`config.mk`:
```
export PLATFORM = sky130hd
export DESIGN_NAME = hwpe_stream_protocol_monitor
export DESIGN_NICKNAME = d
export VERILOG_FILES = /design/src/rtl/hwpe_stream_protocol_monitor.sv
export SDC_FILE = /design/constraint.sdc
export NUM_CORES = 1
export LEC_CHECK = 0
export ABC_AREA = 1
export BUFFER_PORTS_ARGS = -buffer_cell sky130_fd_sc_hd__buf_4
export CAP_MARGIN = 20
export CELL_PAD_IN_SITES_DETAIL_PLACEMENT = 2
export CELL_PAD_IN_SITES_GLOBAL_PLACEMENT = 2
export CORE_MARGIN = 5
export CORE_UTILIZATION = 35
export DETAILED_ROUTE_END_ITERATION = 6
export GPL_TIMING_DRIVEN = 1
export HOLD_SLACK_MARGIN = 0.08
export PLACE_DENSITY = 0.84
export SYNTH_ARGS = -nofsm -noshare
export SYNTH_HDL_FRONTEND = slang
export SYNTH_SLANG_ARGS = --single-unit
```
`constraint.sdc`:
```
create_clock -name clk_i -period 2.6 [get_ports clk_i]
set_input_delay 0.26 -clock clk_i [delete_from_list [all_inputs] [get_ports clk_i]]
set_output_delay 0.26 -clock clk_i [all_outputs]
set_load 0.005 [all_outputs]
```
`src/rtl/hwpe_stream_protocol_monitor.sv`:
```
// Passive protocol checker for NB_CHANNELS valid/ready streams.
// Every channel tracks its outstanding offer, checks that the offer stays
// stable until it is accepted, counts beats and stall cycles, and
// records sticky violation flags plus the channel that failed first.
module hwpe_stream_protocol_monitor #(
    parameter int unsigned NB_CHANNELS = 4,
    parameter int unsigned DATA_WIDTH  = 32,
    parameter int unsigned CNT_WIDTH   = 16
) (
    input  logic                                          clk_i,
    input  logic                                          rst_ni,
    input  logic                                          clear_i,
    input  logic                                          enable_i,
    input  logic [NB_CHANNELS-1:0]                        valid_i,
    input  logic [NB_CHANNELS-1:0]                        ready_i,
    input  logic [NB_CHANNELS*DATA_WIDTH-1:0]             data_i,
    input  logic [NB_CHANNELS*DATA_WIDTH/8-1:0]           strb_i,
    output logic [NB_CHANNELS-1:0]                        err_vcr_o,
    output logic [NB_CHANNELS-1:0]                        err_vdr_o,
    output logic                                          err_o,
    output logic [NB_CHANNELS*CNT_WIDTH-1:0]              beat_cnt_o,
    output logic [NB_CHANNELS*CNT_WIDTH-1:0]              stall_cnt_o,
    output logic                                          first_err_valid_o,
    output logic [(NB_CHANNELS > 1 ? $clog2(NB_CHANNELS) : 1)-1:0] first_err_ch_o
);

    localparam int unsigned STRB_WIDTH = DATA_WIDTH / 8;
    localparam int unsigned CH_W       = (NB_CHANNELS > 1) ? $clog2(NB_CHANNELS) : 1;

    typedef enum logic {
        ST_IDLE = 1'b0,
        ST_PEND = 1'b1
    } state_e;

    state_e state_q [NB_CHANNELS];
    state_e state_d [NB_CHANNELS];

    logic [NB_CHANNELS-1:0][DATA_WIDTH-1:0] cap_data_q;
    logic [NB_CHANNELS-1:0][STRB_WIDTH-1:0] cap_strb_q;
    logic [NB_CHANNELS-1:0][CNT_WIDTH-1:0]  beat_q;
    logic [NB_CHANNELS-1:0][CNT_WIDTH-1:0]  stall_q;
    logic [NB_CHANNELS-1:0]                 err_vcr_q;
    logic [NB_CHANNELS-1:0]                 err_vdr_q;
    logic                                   first_valid_q;
    logic [CH_W-1:0]                        first_ch_q;

    logic [NB_CHANNELS-1:0] beat_inc;
    logic [NB_CHANNELS-1:0] stall_inc;
    logic [NB_CHANNELS-1:0] capture_en;
    logic [NB_CHANNELS-1:0] vcr_hit;
    logic [NB_CHANNELS-1:0] vdr_hit;
    logic [NB_CHANNELS-1:0] new_err;
    logic [CH_W-1:0]        first_ch_sel;

    // Per-channel state register; clear and reset both return every FSM to IDLE.
    always_ff @(posedge clk_i or negedge rst_ni) begin
        if (!rst_ni) begin
            for (int c = 0; c < NB_CHANNELS; c++) state_q[c] <= ST_IDLE;
        end else begin
            // NOTE: state is updated with <= so every register samples pre-edge values.
            for (int c = 0; c < NB_CHANNELS; c++) state_q[c] <= clear_i ? ST_IDLE : state_d[c];
        end
    end

    // Next-state logic: a channel is pending while an offer is valid but not yet taken.
    always_comb begin
        for (int c = 0; c < NB_CHANNELS; c++) begin
            // NOTE: default first so no path leaves state_d unassigned (no latch).
            state_d[c] = state_q[c];
            if (!enable_i) begin
                state_d[c] = ST_IDLE;
            end else begin
                unique case (state_q[c])
                    ST_IDLE: if (valid_i[c] && !ready_i[c]) state_d[c] = ST_PEND;
                    ST_PEND: if (!valid_i[c] || ready_i[c])  state_d[c] = ST_IDLE;
                    default: state_d[c] = ST_IDLE;
                endcase
            end
        end
    end

    // Per-channel events derived from the current state and stream inputs.
    always_comb begin
        beat_inc   = '0;
        stall_inc  = '0;
        capture_en = '0;
        vcr_hit    = '0;
        vdr_hit    = '0;
        for (int c = 0; c < NB_CHANNELS; c++) begin
            if (enable_i) begin
                beat_inc[c]   = valid_i[c] && ready_i[c];
                stall_inc[c]  = valid_i[c] && !ready_i[c];
                capture_en[c] = (state_q[c] == ST_IDLE) && valid_i[c] && !ready_i[c];
                vcr_hit[c]    = (state_q[c] == ST_PEND) && valid_i[c] &&
                                ((data_i[c*DATA_WIDTH +: DATA_WIDTH] != cap_data_q[c]) ||
                                 (strb_i[c*STRB_WIDTH +: STRB_WIDTH] != cap_strb_q[c]));
                vdr_hit[c]    = (state_q[c] == ST_PEND) && !valid_i[c];
            end
        end
    end

    // Flags rising this cycle, and the lowest-index channel among them.
    always_comb begin
        new_err      = (vcr_hit & ~err_vcr_q) | (vdr_hit & ~err_vdr_q);
        first_ch_sel = '0;
        for (int c = NB_CHANNELS - 1; c >= 0; c--) begin
            if (new_err[c]) first_ch_sel = CH_W'(c);
        end
    end

    // Capture of the offered beat, held for as long as the channel stays pending.
    always_ff @(posedge clk_i or negedge rst_ni) begin
        if (!rst_ni) begin
            // NOTE: the capture storage is reset so the comparison never sees stale data.
            cap_data_q <= '0;
            cap_strb_q <= '0;
        end else if (clear_i) begin
            cap_data_q <= '0;
            cap_strb_q <= '0;
        end else begin
            for (int c = 0; c < NB_CHANNELS; c++) begin
                if (capture_en[c]) begin
                    cap_data_q[c] <= data_i[c*DATA_WIDTH +: DATA_WIDTH];
                    cap_strb_q[c] <= strb_i[c*STRB_WIDTH +: STRB_WIDTH];
                end
            end
        end
    end

    // Saturating counters, sticky flags and first-error record.
    always_ff @(posedge clk_i or negedge rst_ni) begin
        if (!rst_ni) begin
            beat_q        <= '0;
            stall_q       <= '0;
            err_vcr_q     <= '0;
            err_vdr_q     <= '0;
            first_valid_q <= 1'b0;
            first_ch_q    <= '0;
        end else if (clear_i) begin
            beat_q        <= '0;
            stall_q       <= '0;
            err_vcr_q     <= '0;
            err_vdr_q     <= '0;
            first_valid_q <= 1'b0;
            first_ch_q    <= '0;
        end else begin
            for (int c = 0; c < NB_CHANNELS; c++) begin
                if (beat_inc[c] && (beat_q[c] != '1))   beat_q[c]  <= beat_q[c] + CNT_WIDTH'(1);
                if (stall_inc[c] && (stall_q[c] != '1)) stall_q[c] <= stall_q[c] + CNT_WIDTH'(1);
            end
            err_vcr_q <= err_vcr_q | vcr_hit;
            err_vdr_q <= err_vdr_q | vdr_hit;
            if (!first_valid_q && (new_err != '0)) begin
                first_valid_q <= 1'b1;
                first_ch_q    <= first_ch_sel;
            end
        end
    end

    assign err_vcr_o         = err_vcr_q;
    assign err_vdr_o         = err_vdr_q;
    assign err_o             = |{err_vcr_q, err_vdr_q};
    assign beat_cnt_o        = beat_q;
    assign stall_cnt_o       = stall_q;
    assign first_err_valid_o = first_valid_q;
    assign first_err_ch_o    = first_ch_q;

endmodule

```
==> impl_metrics.json <==
{
  "status": "complete, no violations",
  "crit_slowest_cell": "dlygate4sd3_1",
  "antenna_found_initial": 18,
  "grt_max_degree": 91,
  "timing.final.max_slew_violations": 0,
  "reg2reg_to": "beat_cnt_o[24]$_DFFE_PN0P_",
  "crit_required_ps": 3080,
  "r2r_cells": 10,
  "nFillCells": 4637,
  "ys_types": 44,
  "relSlewSlack": 0.466,
  "rows": 76,
  "grt_usage": 0.323,
  "htreeDepth": 2,
  "min_delay_path_depth": 4,
  "ios": 296,
  "hold_start": "ready_i[0]",
  "cts-buffers-inserted": 38,
  "power_per_cell_area_nw_per_um2": 554,
  "fin_hold_ws_ps": 117,
  "ys_seq_elements": 287,
  "io_buffers": 295,
  "cpMostUsedCell": "nand2_1",
  "min_path_type": "input port to register",
  "drc": 0,
  "coreArea_sq_um": 43300,
  "crit_fanout": 3,
  "vias_per_cell": 5.37,
  "startpoint_type": "input port",
  "intPower_mw": 8.49,
  "worst_r2r_startpoint": "beat_cnt_o[16]$_DFFE_PN0P_",
  "clk_latency_ps": 560,
  "hpwl_um": 41600,
  "routed-via-count": 16100,
  "grt_pass1_wl_um": 119000,
  "synth_area_sq_um": 15400,
  "cts_resized": 0,
  "cts_setup_buffers": 0,
  "switching_share": 0.276,
  "fp.dieH_um": 220,
  "switchingPower_mw": 3.24,
  "cpPeakStageDelay_ps": 600,
  "fin_tns_setup_ps": 0,
  "leakagePower_nw": 9.41,
  "fin_crit_sh": 0.929,
  "nNetsFinal": 2525,
  "post-route-min-period_ps": 2420,
  "syn_to_final_growth_pct": 37.6,
  "ys_seq_area_frac": 0.467,
  "wl_um": 78800,
  "die-area_sq_um": 48200,
  "ir_drop_mv": 0.489,
  "grt_pass1_vias": 18900,
  "first_iter_violations": 712,
  "syn_avg_cell_area_sq_um": 8.05,
  "r2r_slack_ps": 200,
  "clk_pin_slew_ps": 60,
  "yosysWarnings": 0,
  "tightestPinTransition_ps": 801,
  "seq_power_share": 0.398,
  "start_util": 0.356,
  "final_antenna_net_count": 0,
  "gr-total-overflow": 0,
  "grt_setup_unrepaired": "false",
  "wire_per_inst_um": 26.4,
  "drive_above_1_share": 0.201,
  "worstSetupPathType": "input port to register",
  "finalHoldViolCount": 0,
  "clkPwrFrac": 0.484,
  "setup_violations": 0,
  "postSynthCellCount": 1910,
  "worstSetupEndpointType": "register",
  "gp_congestion": 0.793,
  "cts-root-buf": "clkbuf_16",
  "cap_violations": 0,
  "die_x_um": 220,
  "firstDrtPassIters": 5,
  "holdPathEnd": "state_q[3]$_DFF_PN0_",
  "pwr-share-comb": 0.118,
  "cts_buffer_depth": 3,
  "cp_cell_sequence": "dlygate4sd3_1 > buf_4 > inv_1 > nand2_1 > nand2_1 > nand2_1 > nor2_1 > nand2_1 > nor2_1 > nand3_1 > nand3_1 > nand2_1 > nor2_1 > nand2_1 > nand2_1 > nand3_1 > nand2_1",
  "arrival_ps": 2890,
  "cts_tree": "yes",
  "synth_nets": 2074,
  "fmax_ghz": 0.414,
  "clock_sinks": 287,
  "fin_skew_ps": 20.8
}
[layout make-up]
| type | instances | area (sq um) | area share |
|---|---|---|---|
| Timing Repair Buffer | 470 | 3990 | 0.188 |
| Sequential cell | 287 | 7180 | 0.339 |
| Clock inverter | 10 | 100 | 0.00473 |
| Clock buffer | 58 | 1190 | 0.0562 |
| Tap cell | 585 | 732 | 0.0346 |
| Antenna cell | 16 | 40.0 | 0.00189 |
| Multi-Input combinational cell | 1242 | 6730 | 0.318 |
| Inverter | 322 | 1220 | 0.0574 |
[power groups by stage]
stage          registers [mW]  logic, mW  clock network, mW
5_1_grt                  4.67       1.48               5.94
6_report                 4.67       1.38               5.67
2_1_floorplan            4.71      0.480                  0
3_3_place_gp             4.71       1.02                  0
3_5_place_dp             4.73       1.07                  0
4_1_cts                  4.65       1.29               5.61
[cell families after synthesis]
kind of cell | synth area share
adder cells (fa/ha/maj) | 0.00651
buffers and inverters | 0.0961
XOR/XNOR | 0.0706
AND/OR/NAND/NOR | 0.242
flip-flops | 0.467
AO/OA/AOI/OAI | 0.118
[stage by stage]
| stage | instances | total power, mW | util | setup WS, ps | area [sq um] |
|---|---|---|---|---|---|
| floorplan | 1910 | 5.19 | - | 844 | 15400 |
| global placement | 2756 | 5.74 | 0.424 | 592 | 18300 |
| detailed placement | 2756 | 5.79 | 0.424 | 469 | 18300 |
| CTS | 2974 | 11.5 | 0.488 | 436 | 21100 |
| global route | 2990 | 12.1 | 0.489 | 70.8 | 21200 |
| finish | 2990 | 11.7 | 0.489 | 184 | 21200 |
[what timing repair did]
action,CTS,global route
hold endpoints to repair,205,0
hold buffers,150,0
endpoints found under the setup margin,0,0
[per-layer routing]
layer / track usage / wire length, um
met5: 0 / 27
met4: 0.176 / 4470
met3: 0.0585 / 3360
met2: 0.609 / 42600
met1: 0.338 / 28400
[worst max-delay path: cells and delay by family]
kind | cells | cell delay [ps]
and+or+nand+nor | 14 | 1800
buffers and inverters | 3 | 850
[cells in the mapped netlist (all sizes together)]
cell	n	share of area
o211a	2	0.0013
o21a	10	0.0049
nand4	36	0.015
xnor2	115	0.065
dfrtp	287	0.47
nor3	63	0.029
a41oi	1	0.00057
clkinv	2	0.00049
o21bai	1	0.00049
nand2	292	0.075
and3	3	0.0012
nand3	211	0.071
o31ai	3	0.0015
ha	8	0.0065
a31oi	3	0.0012
nor4	9	0.0041
nor2	157	0.047
o221a	1	0.00073
clkbuf	20	0.0049
a221oi	2	0.0011
inv	320	0.078
a211oi	9	0.0050
a21oi	79	0.026
buf	39	0.013
o21ai	227	0.076
nor3b	1	0.00049
xor2	9	0.0051
[sequential cells by signal, indices dropped and copies added, names as in the netlist]
name	count
beat_cnt_o	64
cap_data_q	128
cap_strb_q	16
err_vcr_o	4
err_vdr_o	4
first_err_ch_o	2
first_err_valid_o	1
stall_cnt_o	64
state_q	4
[cell usage in the layout, fill, tap and decap left out, drive strengths merged]
| cell type | Yosys | final |
|---|---|---|
| o211a | 2 | 2 |
| nand2 | 292 | 292 |
| a21oi | 79 | 79 |
| nor4 | 9 | 9 |
| nand3 | 211 | 211 |
| xnor2 | 115 | 115 |
| clkinv | 2 | 10 |
| nand4 | 36 | 36 |
| nor3 | 63 | 63 |
| xor2 | 9 | 9 |
| o21ai | 227 | 227 |
| buf | 39 | 320 |
| a211oi | 9 | 9 |
| o31ai | 3 | 3 |
| diode | 0 | 16 |
| nor3b | 1 | 1 |
| a31oi | 3 | 3 |
| o21bai | 1 | 1 |
| and3 | 3 | 3 |
| clkbuf | 20 | 58 |
| o221a | 1 | 1 |
| inv | 320 | 320 |
| nor2 | 157 | 157 |
| ha | 8 | 8 |
| a41oi | 1 | 1 |
| dfrtp | 287 | 287 |
| a221oi | 2 | 2 |
| o21a | 10 | 10 |
| dlygate4sd3 | 0 | 150 |
| bufinv | 0 | 2 |
[worst max path at each step]
stage	from	depth (start not counted)	slack, ps	end
after floorplan	beat_cnt_o[0]$_DFFE_PN0P_	10	840	beat_cnt_o[10]$_DFFE_PN0P_
after global placement	beat_cnt_o[0]$_DFFE_PN0P_	10	590	beat_cnt_o[14]$_DFFE_PN0P_
after detailed placement	beat_cnt_o[0]$_DFFE_PN0P_	10	470	beat_cnt_o[14]$_DFFE_PN0P_
after CTS	beat_cnt_o[0]$_DFFE_PN0P_	10	440	beat_cnt_o[14]$_DFFE_PN0P_
after global routing	cap_data_q[29]$_DFFE_PN0P_	15	70	first_err_ch_o[0]$_DFFE_PN0P_
final	data_i[29]	17	180	first_err_ch_o[0]$_DFFE_PN0P_
Power figures use the tool's default switching activity.
